## config.mk

```make
export PLATFORM = sky130hd
export DESIGN_NAME = asym_fifo_ctrl_flat
export DESIGN_NICKNAME = d
export VERILOG_FILES = /design/src/rtl/asym_fifo_ctrl_pkg.sv /design/src/rtl/asym_fifo_ctrl_if.sv /design/src/rtl/asym_fifo_ctrl_fifo_ptr.sv /design/src/rtl/asym_fifo_ctrl.sv /design/src/flat_wrapper.sv
export SDC_FILE = /design/constraint.sdc
export NUM_CORES = 1
export LEC_CHECK = 0
export ABC_AREA = 0
export ABC_CLOCK_PERIOD_IN_PS = 2100
export BUFFER_PORTS_ARGS = -buffer_cell sky130_fd_sc_hd__buf_2
export CAP_MARGIN = 20
export CORE_MARGIN = 5
export CORE_UTILIZATION = 37
export DETAILED_ROUTE_END_ITERATION = 8
export SYNTH_ARGS = -nofsm -noshare
export SYNTH_HDL_FRONTEND = slang
export SYNTH_SLANG_ARGS = --single-unit
```

## constraint.sdc

```tcl
create_clock -name clk -period 2.1 [get_ports clk]
set_input_delay 0.42 -clock clk [delete_from_list [all_inputs] [get_ports clk]]
set_output_delay 0.42 -clock clk [all_outputs]
set_load 0.02 [all_outputs]
```

## src/rtl/asym_fifo_ctrl_pkg.sv

```systemverilog
// Shared constants and sizing helpers for the asymmetric-width FIFO controller.
// Pure compile-time content: no latency, no flow control.
package asym_fifo_pkg;

  localparam bit WIDE_SIDE_WR = 1'b1;
  localparam bit WIDE_SIDE_RD = 1'b0;

  function automatic int depth_of(input int addr_width);
    return 1 << addr_width;
  endfunction

  function automatic int ratio_of(input int ratio_log2);
    return 1 << ratio_log2;
  endfunction

  // Pointer step (log2, narrow units) of the write side.
  function automatic int wr_step_log2(input bit wide_wr, input int ratio_log2);
    return (wide_wr == WIDE_SIDE_WR) ? ratio_log2 : 0;
  endfunction

  // Pointer step (log2, narrow units) of the read side.
  function automatic int rd_step_log2(input bit wide_wr, input int ratio_log2);
    return (wide_wr == WIDE_SIDE_RD) ? ratio_log2 : 0;
  endfunction

endpackage

```

## src/rtl/asym_fifo_ctrl_if.sv

```systemverilog
// Producer/consumer request and status bundle of the asymmetric FIFO controller.
// Address widths follow the wide/narrow orientation selected by WIDE_WR.
interface asym_fifo_ctrl_if #(
  parameter int ADDR_WIDTH = 3,
  parameter int RATIO_LOG2 = 1,
  parameter bit WIDE_WR    = 1'b1
);
  localparam int W_ADDR_W = WIDE_WR ? (ADDR_WIDTH - RATIO_LOG2) : ADDR_WIDTH;
  localparam int R_ADDR_W = WIDE_WR ? ADDR_WIDTH : (ADDR_WIDTH - RATIO_LOG2);

  logic                  wr;
  logic                  rd;
  logic                  clr_err;
  logic [W_ADDR_W-1:0]   w_addr;
  logic [R_ADDR_W-1:0]   r_addr;
  logic                  full;
  logic                  empty;
  logic                  almost_full;
  logic                  almost_empty;
  logic [ADDR_WIDTH:0]   count;
  logic                  overflow;
  logic                  underflow;

  modport master (
    output wr, rd, clr_err,
    input  w_addr, r_addr, full, empty, almost_full, almost_empty,
           count, overflow, underflow
  );

  modport slave (
    input  wr, rd, clr_err,
    output w_addr, r_addr, full, empty, almost_full, almost_empty,
           count, overflow, underflow
  );

endinterface

```

## src/rtl/asym_fifo_ctrl_fifo_ptr.sv

```systemverilog
// Wrapping FIFO pointer in narrow units that advances by 2^STEP_LOG2 when step_en is high.
// One-cycle update; no flow control of its own, the caller gates step_en.
module fifo_ptr #(
  parameter int PTR_WIDTH = 4,
  parameter int STEP_LOG2 = 0
) (
  input  logic                 clk,
  input  logic                 reset_n,
  input  logic                 step_en,
  output logic [PTR_WIDTH-1:0] ptr
);

  localparam logic [PTR_WIDTH-1:0] STEP = PTR_WIDTH'(1) << STEP_LOG2;

  always_ff @(posedge clk or negedge reset_n) begin
    if (!reset_n) begin
      ptr <= '0;
    end else if (step_en) begin
      ptr <= ptr + STEP;
    end
  end

endmodule

```

## src/rtl/asym_fifo_ctrl.sv

```systemverilog
// Pointer/status controller for an asymmetric-width FIFO; all outputs derive from registered pointers (1-cycle update).
// Requests are refused (not queued) when full/empty; sticky overflow/underflow exist only with ASYM_FIFO_ERR_EN.
module asym_fifo_ctrl
  import asym_fifo_pkg::*;
#(
  parameter int ADDR_WIDTH = 3,
  parameter int RATIO_LOG2 = 1,
  parameter bit WIDE_WR    = WIDE_SIDE_WR,
  parameter int AF_LEVEL   = (1 << ADDR_WIDTH) - (1 << RATIO_LOG2),
  parameter int AE_LEVEL   = (1 << RATIO_LOG2)
) (
  input  logic             clk,
  input  logic             reset_n,
  asym_fifo_ctrl_if.slave  bus
);

  localparam int D            = depth_of(ADDR_WIDTH);
  localparam int R            = ratio_of(RATIO_LOG2);
  localparam int PW           = ADDR_WIDTH + 1;
  localparam int WR_STEP_LOG2 = wr_step_log2(WIDE_WR, RATIO_LOG2);
  localparam int RD_STEP_LOG2 = rd_step_log2(WIDE_WR, RATIO_LOG2);

  localparam logic [PW-1:0] DEPTH_V = PW'(D);
  localparam logic [PW-1:0] RATIO_V = PW'(R);
  localparam logic [PW-1:0] AF_V    = PW'(AF_LEVEL);
  localparam logic [PW-1:0] AE_V    = PW'(AE_LEVEL);

  logic [PW-1:0] wr_ptr;
  logic [PW-1:0] rd_ptr;
  logic [PW-1:0] occ;
  logic          full_s;
  logic          empty_s;
  logic          wr_acc;
  logic          rd_acc;

  // The wrap bit makes the modular difference span the full 0..D range.
  assign occ = wr_ptr - rd_ptr;

  generate
    if (WIDE_WR == WIDE_SIDE_WR) begin : g_wide_wr
      // A wide write needs R free narrow slots; one stored word is enough to read.
      assign full_s     = (DEPTH_V - occ) < RATIO_V;
      assign empty_s    = (occ == '0);
      assign bus.w_addr = wr_ptr[ADDR_WIDTH-1:RATIO_LOG2];
      assign bus.r_addr = rd_ptr[ADDR_WIDTH-1:0];
    end else begin : g_wide_rd
      // A wide read needs R stored narrow words; one free slot is enough to write.
      assign full_s     = (occ == DEPTH_V);
      assign empty_s    = occ < RATIO_V;
      assign bus.w_addr = wr_ptr[ADDR_WIDTH-1:0];
      assign bus.r_addr = rd_ptr[ADDR_WIDTH-1:RATIO_LOG2];
    end
  endgenerate

  assign wr_acc = bus.wr & ~full_s;
  assign rd_acc = bus.rd & ~empty_s;

  fifo_ptr #(
    .PTR_WIDTH (PW),
    .STEP_LOG2 (WR_STEP_LOG2)
  ) u_wr_ptr (
    .clk     (clk),
    .reset_n (reset_n),
    .step_en (wr_acc),
    .ptr     (wr_ptr)
  );

  fifo_ptr #(
    .PTR_WIDTH (PW),
    .STEP_LOG2 (RD_STEP_LOG2)
  ) u_rd_ptr (
    .clk     (clk),
    .reset_n (reset_n),
    .step_en (rd_acc),
    .ptr     (rd_ptr)
  );

  assign bus.count        = occ;
  assign bus.full         = full_s;
  assign bus.empty        = empty_s;
  assign bus.almost_full  = (occ >= AF_V);
  assign bus.almost_empty = (occ <= AE_V);

`ifdef ASYM_FIFO_ERR_EN
  logic overflow_q;
  logic underflow_q;

  // A refused request in the same cycle as clr_err keeps the flag set.
  always_ff @(posedge clk or negedge reset_n) begin
    if (!reset_n) begin
      overflow_q  <= 1'b0;
      underflow_q <= 1'b0;
    end else begin
      if (bus.wr && full_s) begin
        overflow_q <= 1'b1;
      end else if (bus.clr_err) begin
        overflow_q <= 1'b0;
      end
      if (bus.rd && empty_s) begin
        underflow_q <= 1'b1;
      end else if (bus.clr_err) begin
        underflow_q <= 1'b0;
      end
    end
  end

  assign bus.overflow  = overflow_q;
  assign bus.underflow = underflow_q;
`else
  logic unused_clr_err;
  assign unused_clr_err = bus.clr_err;
  assign bus.overflow   = 1'b0;
  assign bus.underflow  = 1'b0;
`endif

endmodule

```

## src/flat_wrapper.sv

```systemverilog
// flat-port wrapper written by rule: the top's interface ports become plain ports
module asym_fifo_ctrl_flat import asym_fifo_pkg::*;
#(
  parameter int ADDR_WIDTH = 3,
  parameter int RATIO_LOG2 = 1,
  parameter bit WIDE_WR    = WIDE_SIDE_WR,
  parameter int AF_LEVEL   = (1 << ADDR_WIDTH) - (1 << RATIO_LOG2),
  parameter int AE_LEVEL   = (1 << RATIO_LOG2)
)
  (clk, reset_n, bus_wr, bus_rd, bus_clr_err, bus_w_addr, bus_r_addr, bus_full, bus_empty, bus_almost_full, bus_almost_empty, bus_count, bus_overflow, bus_underflow);
  asym_fifo_ctrl_if #(.ADDR_WIDTH(ADDR_WIDTH), .RATIO_LOG2(RATIO_LOG2), .WIDE_WR(WIDE_WR)) bus_i ();
  input  logic clk;
  input  logic reset_n;
  input wire logic [$bits(bus_i.wr)-1:0] bus_wr;
  input wire logic [$bits(bus_i.rd)-1:0] bus_rd;
  input wire logic [$bits(bus_i.clr_err)-1:0] bus_clr_err;
  output wire logic [$bits(bus_i.w_addr)-1:0] bus_w_addr;
  output wire logic [$bits(bus_i.r_addr)-1:0] bus_r_addr;
  output wire logic [$bits(bus_i.full)-1:0] bus_full;
  output wire logic [$bits(bus_i.empty)-1:0] bus_empty;
  output wire logic [$bits(bus_i.almost_full)-1:0] bus_almost_full;
  output wire logic [$bits(bus_i.almost_empty)-1:0] bus_almost_empty;
  output wire logic [$bits(bus_i.count)-1:0] bus_count;
  output wire logic [$bits(bus_i.overflow)-1:0] bus_overflow;
  output wire logic [$bits(bus_i.underflow)-1:0] bus_underflow;
  assign bus_i.wr = bus_wr;
  assign bus_i.rd = bus_rd;
  assign bus_i.clr_err = bus_clr_err;
  assign bus_w_addr = bus_i.w_addr;
  assign bus_r_addr = bus_i.r_addr;
  assign bus_full = bus_i.full;
  assign bus_empty = bus_i.empty;
  assign bus_almost_full = bus_i.almost_full;
  assign bus_almost_empty = bus_i.almost_empty;
  assign bus_count = bus_i.count;
  assign bus_overflow = bus_i.overflow;
  assign bus_underflow = bus_i.underflow;
  asym_fifo_ctrl #(.ADDR_WIDTH(ADDR_WIDTH), .RATIO_LOG2(RATIO_LOG2), .WIDE_WR(WIDE_WR), .AF_LEVEL(AF_LEVEL), .AE_LEVEL(AE_LEVEL)) u_core (.clk(clk), .reset_n(reset_n), .bus(bus_i));
endmodule
```

==> results.ini, run 1 <==
[critical_path]
crit_type=register to primary output
reg2reg_to=u_core.u_wr_ptr.ptr[2]$_DFFE_PN0P_
start_kind=register
reg2reg_slack_ps=-310
reg2reg_from=u_core.u_rd_ptr.ptr[0]$_DFFE_PN0P_
end_kind=primary output
worstPathRequired_ps=1680
arrival_ps=2010
r2r_cells=8
crit_fanout=2

[synth]
synth.area.top_cells=dfrtp_1 (28%), ha_1 (12%), buf_4 (9.6%), xnor2_1 (8.4%), xor2_2 (5.2%)
synth_cell_types=26
synth_cells=60
yosys.area.top_type=dfrtp_1
yosys_warnings=0
synth.avg_cell_area_um2=10.43
synth-seq-area-share_pct=28.00
syn-cell-area_um2=625.6
ys_seq_elements=7
yosysTopAreaCellShare_pct=28.00

[cts]
clk_root_buffer_cell=clkbuf_4
cts_inserted_buffers=3
cts_max_level=1
clk_pin_slew_ps=50
cts_tree=yes
cts.sinks=7
clk_latency_ps=250
clock_tree.buffer_depth=2

[sta]
fin_crit_sh_pct=115.5
setup_viol=8
rsz0062_at_grt=yes
finalCriticalPeriod_ps=2426
max_freq_ghz=0.4121
fin_hold_ws_ps=520.0
finalHoldViolCount=0
skew_ps=2.559
fin_ws_ps=-326.4
drv_slew=0

[die]
rows=14
io_pins=20
die_h_um=51.12
die_w_um=51.12
core_area_mm2=0.001559
dieArea_mm2=0.002613
initial_core_util_pct=40.13

[grt]
grt_max_degree=9
antenna_found_initial=0
grt.overflow.total=0
grt_pass1_vias=550
grt_pass1_wl_um=2297
grt_usage_pct=11.87

[layout]
diodes=0
fin_area_um2=980.9
stdcell_count=112
syn2layout_area_growth_pct=56.80
fin_nets=109
final_util_pct=62.92
multi_input_area_um2=447.9
fillerInstances=146
drive_above_1_share_pct=65.63
regArea_um2=176.4

[routing]
drt_wl_total_um=1362
firstDrtPassIters=2
ant_nets=0
vias=513
remaining_drc_errors=0
routedWlPerCell_um=12.16
initialDrtViolationCount=2
viasPerCell=4.580

[place]
dp_cells=99
place_congestion=0.6801
place.port_buffers=16
hpwl_um=1029
place_area_um2=788.3

[flow_run]
cap_violations=0

[outcome]
status=finished with violations
violations=setup timing

[worst_hold_path]
hp-class=primary input to async pin

cells by family (layout without fill, tap and decap cells):
kind of cell	after synthesis	after routing	synth area share (%)
buffers and inverters	15	50	13.80
xor gates and xnor gates	11	11	21.60
and+or+nand+nor	9	9	7.999
AOI/OAI and AO/OA	8	8	8.598
adders and majority gates	7	7	15.20
DFF	7	7	28.00
muxes	2	2	4.199
other	1	2	0.5994
registers in the layout, indices dropped and copies added, names as in the netlist:
signal / flops
u_core.u_rd_ptr.ptr: 4
u_core.u_wr_ptr.ptr: 3
area by class of cell:
type	count	share of cell area, %
multi-input cells	39	45.66
flip-flops and latches	7	17.98
well taps	16	2.041
inverters	7	3.189
clock buffers	4	2.679
repair buffers	39	28.44
critical path: stages (launching register included):
cell and delay (ps):
dfrtp_2 420, fa_2 610, inv_4 40, nor3_2 170, xor3_2 310, nor2_4 100
buf_6 120
cells in the final DEF (no fill, tap or decap), types with 2 or more instances in the layout:
cell / n
clkbuf_4: 3
inv_2: 2
ha_4: 2
o211ai_1: 3
xnor2_2: 2
nand2_2: 2
o21ai_4: 2
ha_1: 4
xnor2_1: 5
mux2_4: 2
buf_4: 24
nor2_1: 2
buf_6: 3
buf_2: 11
inv_1: 3
inv_4: 2
conb_1: 2
dfrtp_1: 6
synth_stat cells:
master,instances
fa_1,1
conb_1,1
xnor2_2,1
inv_1,6
mux2_1,1
xor3_2,1
o21ai_1,1
nand2_2,2
xnor2_1,6
a21o_1,1
o21ai_0,1
o21ai_2,1
ha_1,6
nor3_1,1
xor2_1,1
dfrtp_1,7
inv_2,1
xor2_2,2
nor2_1,3
a21oi_1,1
nand3b_1,1
nand2_1,1
mux2_4,1
nor3_2,1
buf_4,8
o211ai_1,3
per-stage QoR:
step	setup TNS (ps)	setup slack, ps
2_1_floorplan	-246.3	-137.7
3_3_place_gp	-155.0	-101.1
3_5_place_dp	-217.3	-130.5
4_1_cts	-1298	-346.4
5_1_grt	-2320	-399.2
6_report	-1556	-326.4
metal layers:
metal | wire, µm | track usage [%]
met5 | 0 | 0
met1 | 533 | 13.54
met2 | 718 | 20.82
met3 | 87 | 2.035
met4 | 23 | 6.726
what timing repair did:
| action | CTS | global route |
|---|---|---|
| buffers inserted | 5 | 3 |
| gates resized for setup | 16 | 5 |
| endpoints found under the setup margin | 6 | 11 |
| pin swaps | 2 | 3 |
| hold buffers | 1 | 0 |
| endpoints found under the hold margin | 7 | 0 |
worst max-delay path by stage:
stage                                             from                            endpoint
floorplan           u_core.u_rd_ptr.ptr[0]$_DFFE_PN0P_  u_core.u_wr_ptr.ptr[2]$_DFFE_PN0P_
global placement    u_core.u_rd_ptr.ptr[0]$_DFFE_PN0P_                            bus_full
detailed placement  u_core.u_rd_ptr.ptr[0]$_DFFE_PN0P_                            bus_full
CTS                 u_core.u_rd_ptr.ptr[0]$_DFFE_PN0P_                            bus_full
global route        u_core.u_rd_ptr.ptr[0]$_DFFE_PN0P_                            bus_full
finish              u_core.u_rd_ptr.ptr[0]$_DFFE_PN0P_                            bus_full
Power of run 1 is left out: the tool's default activity adds up to more than one toggle a clock period on the data nets, which glitch-free logic cannot reach.
==> run 2, diff against run 1 <==
--- a/config.mk
+++ b/config.mk
@@ -10,8 +10,9 @@
 export BUFFER_PORTS_ARGS = -buffer_cell sky130_fd_sc_hd__buf_2
 export CAP_MARGIN = 20
 export CORE_MARGIN = 5
-export CORE_UTILIZATION = 37
+export CORE_UTILIZATION = 43
 export DETAILED_ROUTE_END_ITERATION = 8
+export PLACE_DENSITY = 0.72
 export SYNTH_ARGS = -nofsm -noshare
 export SYNTH_HDL_FRONTEND = slang
 export SYNTH_SLANG_ARGS = --single-unit
==> constraint.sdc (replaced) <==
create_clock -name clk -period 2.1 [get_ports clk]
set_input_delay 0.42 -clock clk [delete_from_list [all_inputs] [get_ports clk]]
set_output_delay 0.42 -clock clk [all_outputs]
set_load 0.005 [all_outputs]
==> run 2 against run 1 <==
Against the previous run:
- the flow still finishes with violations (setup timing)
- sequential cell count is the same
- wire length shrank 13%
- worst hold slack worse by 21 ps
- setup slack improved by 28 ps
- register-to-register slack gained 180 ps
- final area decreased by 8.8%
- final cell count decreased by 5.4%
- clock skew fell by 0.89 ps
- first-iteration DRC count decreased by 100%
- maximum frequency grew 1.2%
- largest cell class unchanged
==> results.ini, run 2 (synthesis gave the netlist of run 1 again) <==
[outcome]
status=finished with violations  ; unchanged
violations=setup timing  ; unchanged

[sta]
fin_ws_ps=-298.0  ; was -326.4 ps
drv_slew=0  ; unchanged
skew_ps=1.671  ; was 2.559 ps
rsz0062_at_grt=yes  ; unchanged
finalHoldViolCount=0  ; unchanged
setup_viol=7  ; was 8
fin_crit_sh_pct=114.2  ; was 115.5%
finalCriticalPeriod_ps=2398  ; was 2426 ps
max_freq_ghz=0.4170  ; was 0.4121 GHz

[grt]
grt_max_degree=9  ; unchanged
antenna_found_initial=0  ; unchanged
met1_usage_pct=13.99  ; was 13.54%
busiest_layer=met2  ; unchanged
grt.overflow.total=0  ; unchanged
met2_usage_pct=19.79  ; was 20.82%
grt_use_met3_pct=1.107  ; was 2.035%
grt_pass1_vias=466  ; was 550
grt_pass1_wl_um=1828  ; was 2297 µm
grt_usage_pct=11.54  ; was 11.87%

[critical_path]
crit_start=u_core.u_rd_ptr.ptr[0]$_DFFE_PN0P_  ; unchanged
reg2reg_to=u_core.u_wr_ptr.ptr[2]$_DFFE_PN0P_  ; unchanged
end_kind=primary output  ; unchanged
r2r_cells=7  ; was 8
worstPathCellList=fa_2 > inv_2 > nor3_4 > xor3_2 > nor2_2 > buf_2  ; was fa_2 > inv_4 > nor3_2 > xor3_2 > nor2_4 > buf_6
arrival_ps=1980  ; was 2010 ps
slowest_delay_ps=590  ; was 610 ps
crit_type=register to primary output  ; unchanged
reg2reg_slack_ps=-130  ; was -310 ps
start_kind=register  ; unchanged
crit_fanout=2  ; unchanged
worstPathRequired_ps=1680  ; about the same
critPathCapture=bus_full  ; unchanged
cp_slowest_cell=fa_2  ; unchanged
reg2reg_from=u_core.u_rd_ptr.ptr[0]$_DFFE_PN0P_  ; unchanged

[place]
hpwl_um=960.2  ; was 1029 µm
place_congestion=0.6634  ; was 0.6801
place.port_buffers=16  ; unchanged

[layout]
largest-register=u_core.u_rd_ptr.ptr  ; unchanged
final_util_pct=67.07  ; was 62.92%
drive_above_1_share_pct=61.54  ; was 65.63%
syn2layout_area_growth_pct=43.00  ; was 56.80%
fillerInstances=110  ; was 146
mostFrequentLayoutCells=buf_2 (16), buf_4 (16), xnor2_1 (6), dfrtp_1 (6), ha_1 (5)  ; was buf_4 (24), buf_2 (11), dfrtp_1 (6), xnor2_1 (5), ha_1 (4)
largest_reg_flops=4  ; unchanged
top_regs=u_core.u_rd_ptr.ptr x4, u_core.u_wr_ptr.ptr x3  ; unchanged
diodes=0  ; unchanged
fin_nets=104  ; was 109

[cts]
cts_max_level=1  ; unchanged
cts_tree=yes  ; unchanged
clk_root_buffer_cell=clkbuf_4  ; unchanged
clock_tree.buffer_depth=2  ; unchanged
cts_inserted_buffers=3  ; unchanged
clk_latency_ps=250  ; about the same
clk_pin_slew_ps=50  ; about the same
cts.sinks=7  ; unchanged

[routing]
firstDrtPassIters=1  ; was 2
vias=489  ; was 513
drt_wl_total_um=1184  ; was 1362 µm
ant_nets=0  ; unchanged
initialDrtViolationCount=0  ; was 2
routedWlPerCell_um=11.17  ; was 12.16 µm
viasPerCell=4.613  ; was 4.580
remaining_drc_errors=0  ; unchanged

[worst_hold_path]
hp-class=primary input to register  ; was primary input to async pin

[die]
initial_core_util_pct=46.90  ; was 40.13%
core_area_mm2=0.001334  ; was 0.001559 mm²
die_h_um=48.14  ; was 51.12 µm
die_w_um=48.14  ; was 51.12 µm
io_pins=20  ; unchanged
rows=13  ; was 14
dieArea_mm2=0.002317  ; was 0.002613 mm²

[flow_run]
cap_violations=0  ; unchanged

run 2: cell count changes in the layout (fill, tap and decap cells not counted), sizes merged:
cell,delta
buf,-5
run 2: metrics by stage:
| step | instances | setup WS (ps) | area [µm²] | hold slack (ps) | setup TNS (ps) |
|---|---|---|---|---|---|
| 2_1_floorplan | 61 | -83.59 | 635.6 | 124.4 | -110.0 |
| 3_3_place_gp | 97 | -40.65 | 772.0 | 254.7 | -55.62 |
| 3_5_place_dp | 97 | -47.08 | 772.0 | 256.1 | -67.47 |
| 4_1_cts | 105 | -294.3 | 864.6 | 489.9 | -600.4 |
| 5_1_grt | 106 | -389.6 | 894.6 | 502.0 | -1292 |
| 6_report | 106 | -298.0 | 894.6 | 499.1 | -680.5 |
run 2: routing by layer:
| layer | routed length (µm) | up-vias | part of all wire (%) |
|---|---|---|---|
| met5 | 0 | - | 0 |
| met1 | 491 | 227 | 41 |
| li1 | - | 244 | - |
| met4 | 23 | 0 | 1.9 |
| met3 | 91 | 2 | 7.7 |
| met2 | 579 | 16 | 49 |
run 2: worst min path at each step:
stage / endpoint / start / slack, ps / cells after the start
3_3_place_gp: u_core.u_rd_ptr.ptr[2]$_DFFE_PN0P_ / reset_n / 250 / 1
4_1_cts: u_core.u_rd_ptr.ptr[3]$_DFFE_PN0P_ / bus_rd / 490 / 3
5_1_grt: u_core.u_rd_ptr.ptr[3]$_DFFE_PN0P_ / bus_rd / 500 / 3
3_5_place_dp: u_core.u_rd_ptr.ptr[2]$_DFFE_PN0P_ / reset_n / 260 / 1
6_report: u_core.u_rd_ptr.ptr[3]$_DFFE_PN0P_ / bus_rd / 500 / 3
2_1_floorplan: u_core.u_rd_ptr.ptr[0]$_DFFE_PN0P_ / reset_n / 120 / 0
run 2: area by class of cell:
class	count	area [µm²]	area share [%]
clock buffer	4	26.28	2.937
tap	15	18.77	2.098
multi-input combinational	39	425.4	47.55
inverter	7	26.28	2.937
timing repair buffer	34	221.5	24.76
sequential	7	176.4	19.72
run 2: repair_timing:
action,CTS,global route
hold buffers,1,0
hold endpoints to repair,7,0
gates resized for setup,7,4
buffers inserted,3,1
pin swaps,1,2
setup endpoints to repair,6,9
run 2: critical path: cells and delay by family (launching register included):
kind / cells / cell delay [ps]
and+or+nand+nor: 2 / 270
DFF: 1 / 410
adders and majority gates: 1 / 590
xor gates and xnor gates: 1 / 290
buffers and inverters: 2 / 160
Power of run 2 is left out for the same reason.
==> run 3, diff against run 2 <==
--- a/config.mk
+++ b/config.mk
@@ -7,12 +7,11 @@
 export LEC_CHECK = 0
 export ABC_AREA = 0
 export ABC_CLOCK_PERIOD_IN_PS = 2100
-export BUFFER_PORTS_ARGS = -buffer_cell sky130_fd_sc_hd__buf_2
 export CAP_MARGIN = 20
-export CORE_MARGIN = 5
-export CORE_UTILIZATION = 43
+export CORE_AREA = 5 5 42 44
 export DETAILED_ROUTE_END_ITERATION = 8
-export PLACE_DENSITY = 0.72
+export DIE_AREA = 0 0 47 49
+export DONT_BUFFER_PORTS = 1
 export SYNTH_ARGS = -nofsm -noshare
 export SYNTH_HDL_FRONTEND = slang
 export SYNTH_SLANG_ARGS = --single-unit
==> run 3 against run 2 <==
Against the previous run:
- the flow still finishes with violations (setup timing)
- via count shrank 12%
- maximum frequency is 2.6% higher
- wire length rose by 3.2%
- clock skew rose by 4.9 ps
- worst hold slack got worse by 120 ps
- register-to-register slack worse by 40 ps
- non-clock buffer count decreased by 15
- final cell count decreased by 13%
- sequential cell count unchanged
- highest routed layer is now met3
- utilization is 7.3 points lower
- critical endpoint unchanged
- count of clock-buffer cells in the layout unchanged
==> results.ini, run 3 (synthesis gave the netlist of run 1 again) <==
[sta]
finalHoldViolCount=0  ; unchanged
skew_ps=6.548  ; was 1.671 ps
drv_slew=0  ; unchanged
rsz0062_at_grt=yes  ; unchanged
fin_hold_ws_ps=375.7  ; was 499.1 ps
max_freq_ghz=0.4281  ; was 0.4170 GHz
setup_viol=6  ; was 7
fin_crit_sh_pct=111.2  ; was 114.2%
finalCriticalPeriod_ps=2336  ; was 2398 ps
fin_ws_ps=-236.2  ; was -298.0 ps

[cts]
clock_tree.buffer_depth=2  ; unchanged
clk_pin_slew_ps=50  ; about the same
clk_root_buffer_cell=clkbuf_4  ; unchanged
clk_latency_ps=250  ; about the same
cts_inserted_buffers=3  ; unchanged
cts.sinks=7  ; unchanged
cts_max_level=1  ; unchanged
cts_tree=yes  ; unchanged

[die]
die_w_um=47  ; was 48.14 µm
dieArea_mm2=0.002303  ; was 0.002317 mm²
rows=14  ; was 13
die_h_um=49  ; was 48.14 µm
initial_core_util_pct=44.64  ; was 46.90%
core_area_mm2=0.001401  ; was 0.001334 mm²
io_pins=20  ; unchanged

[layout]
largest_reg_flops=4  ; unchanged
top_regs=u_core.u_rd_ptr.ptr x4, u_core.u_wr_ptr.ptr x3  ; unchanged
fin_nets=89  ; was 104
drive_above_1_share_pct=55.26  ; was 61.54%
largest-register=u_core.u_rd_ptr.ptr  ; unchanged
diodes=0  ; unchanged
mostFrequentLayoutCells=buf_4 (14), xnor2_1 (6), dfrtp_1 (6)  ; was buf_2 (16), buf_4 (16), xnor2_1 (6), dfrtp_1 (6), ha_1 (5)
syn2layout_area_growth_pct=33.80  ; was 43.00%
layout_commonest_cell=buf_4

[critical_path]
end_kind=primary output  ; unchanged
arrival_ps=1920  ; was 1980 ps
cp_num_buf_inv=1  ; was 2
worstPathRequired_ps=1680  ; about the same
worstPathCellList=fa_2 > inv_2 > nor3_2 > xor3_2 > nor2_2  ; was fa_2 > inv_2 > nor3_4 > xor3_2 > nor2_2 > buf_2
crit_type=register to primary output  ; unchanged
path_delay_family=adder cells  ; unchanged
slowest_delay_ps=600  ; was 590 ps
cp_slowest_cell=fa_2  ; unchanged
start_kind=register  ; unchanged
crit_fanout=2  ; unchanged

[routing]
ant_nets=0  ; unchanged
initialDrtViolationCount=7  ; was 0
vias=430  ; was 489
routedWlPerCell_um=13.28  ; was 11.17 µm
firstDrtPassIters=5  ; was 1
drt_wl_total_um=1222  ; was 1184 µm
remaining_drc_errors=0  ; unchanged
viasPerCell=4.674  ; was 4.613

[grt]
grt.overflow.total=0  ; unchanged
grt_pass1_wl_um=1835  ; was 1828 µm
met1_usage_pct=13.15  ; was 13.99%
grt_max_degree=9  ; unchanged
grt_usage_pct=11.45  ; was 11.54%
grt_pass1_vias=423  ; was 466
busiest_layer=met2  ; unchanged
met2_usage_pct=17.65  ; was 19.79%
antenna_found_initial=0  ; unchanged
grt_use_met3_pct=7.011  ; was 1.107%

[place]
hpwl_um=901.2  ; was 960.2 µm
place_congestion=0.7399  ; was 0.6634
place.port_buffers=0  ; was 16

[outcome]
status=finished with violations  ; unchanged
violations=setup timing  ; unchanged

[worst_hold_path]
hp-class=primary input to register  ; unchanged

[flow_run]
cap_violations=0  ; unchanged

run 3: changes by cell type in the layout (fill, tap and decap cells not counted), moves of 2 or more:
cell	previous run	this run
buf_4	16	14
buf_6	1	4
o21ai_1	0	2
nor2_2	1	3
nor2_1	2	0
buf_2	16	0
run 3: repair_timing:
| item | 4_1_cts | 5_1_grt |
|---|---|---|
| gates resized for setup | 7 | 7 |
| hold endpoints to repair | 7 | 0 |
| pin swaps | 3 | 2 |
| hold buffers | 1 | 0 |
| endpoints found under the setup margin | 7 | 8 |
| setup buffers | 2 | 2 |
run 3: path summary, 6_finish.rpt:
check / start / end / slack (ps) / cells after the start
max reg2reg: u_core.u_rd_ptr.ptr[0]$_DFFE_PN0P_ / u_core.u_wr_ptr.ptr[2]$_DFFE_PN0P_ / -170 / 7
min reg2reg: u_core.u_wr_ptr.ptr[3]$_DFFE_PN0P_ / u_core.u_wr_ptr.ptr[3]$_DFFE_PN0P_ / 540 / 1
min: bus_rd / u_core.u_rd_ptr.ptr[3]$_DFFE_PN0P_ / 380 / 2
max in group asynchronous: reset_n / u_core.u_rd_ptr.ptr[0]$_DFFE_PN0P_ / 1340 / 1
max: u_core.u_rd_ptr.ptr[0]$_DFFE_PN0P_ / bus_full / -240 / 5
min in group asynchronous: reset_n / u_core.u_wr_ptr.ptr[3]$_DFFE_PN0P_ / 490 / 1
run 3: metrics by stage:
stage,utilization [%],instance area (µm²),setup TNS (ps),setup slack [ps],cells
2_1_floorplan,-,635.6,-110.0,-83.59,61
3_3_place_gp,50.00,700.7,-34.81,-34.81,83
3_5_place_dp,50.00,700.7,-74.73,-60.63,83
4_1_cts,56.52,792.0,-707.3,-248.6,90
5_1_grt,59.73,837.1,-1154,-317.8,92
6_report,59.73,837.1,-571.0,-236.2,92
run 3: final cells by class:
type | instances | area, µm²
Multi-Input combinational cell | 39 | 427.9
Tap cell | 16 | 20.02
Inverter | 7 | 26.28
Timing Repair Buffer | 19 | 160.2
Fill cell | 123 | 564.3
Clock buffer | 4 | 26.28
Sequential cell | 7 | 176.4
run 3: worst register-to-register path: stages, from the launching register on:
cell and delay (ps):
dfrtp_2 420, fa_2 600, inv_2 40, nor3_2 180, xor3_2 300, buf_4 160
o21ai_4 150, mux2_4 310
run 3: layer usage:
| layer | vias up | routed length, µm | share of wire [%] |
|---|---|---|---|
| met5 | - | 0 | 0 |
| met4 | 0 | 0 | 0 |
| met3 | 0 | 80 | 6.5 |
| met2 | 12 | 653 | 53 |
| met1 | 204 | 488 | 40 |
| li1 | 214 | - | - |
Power of run 3 is left out for the same reason.
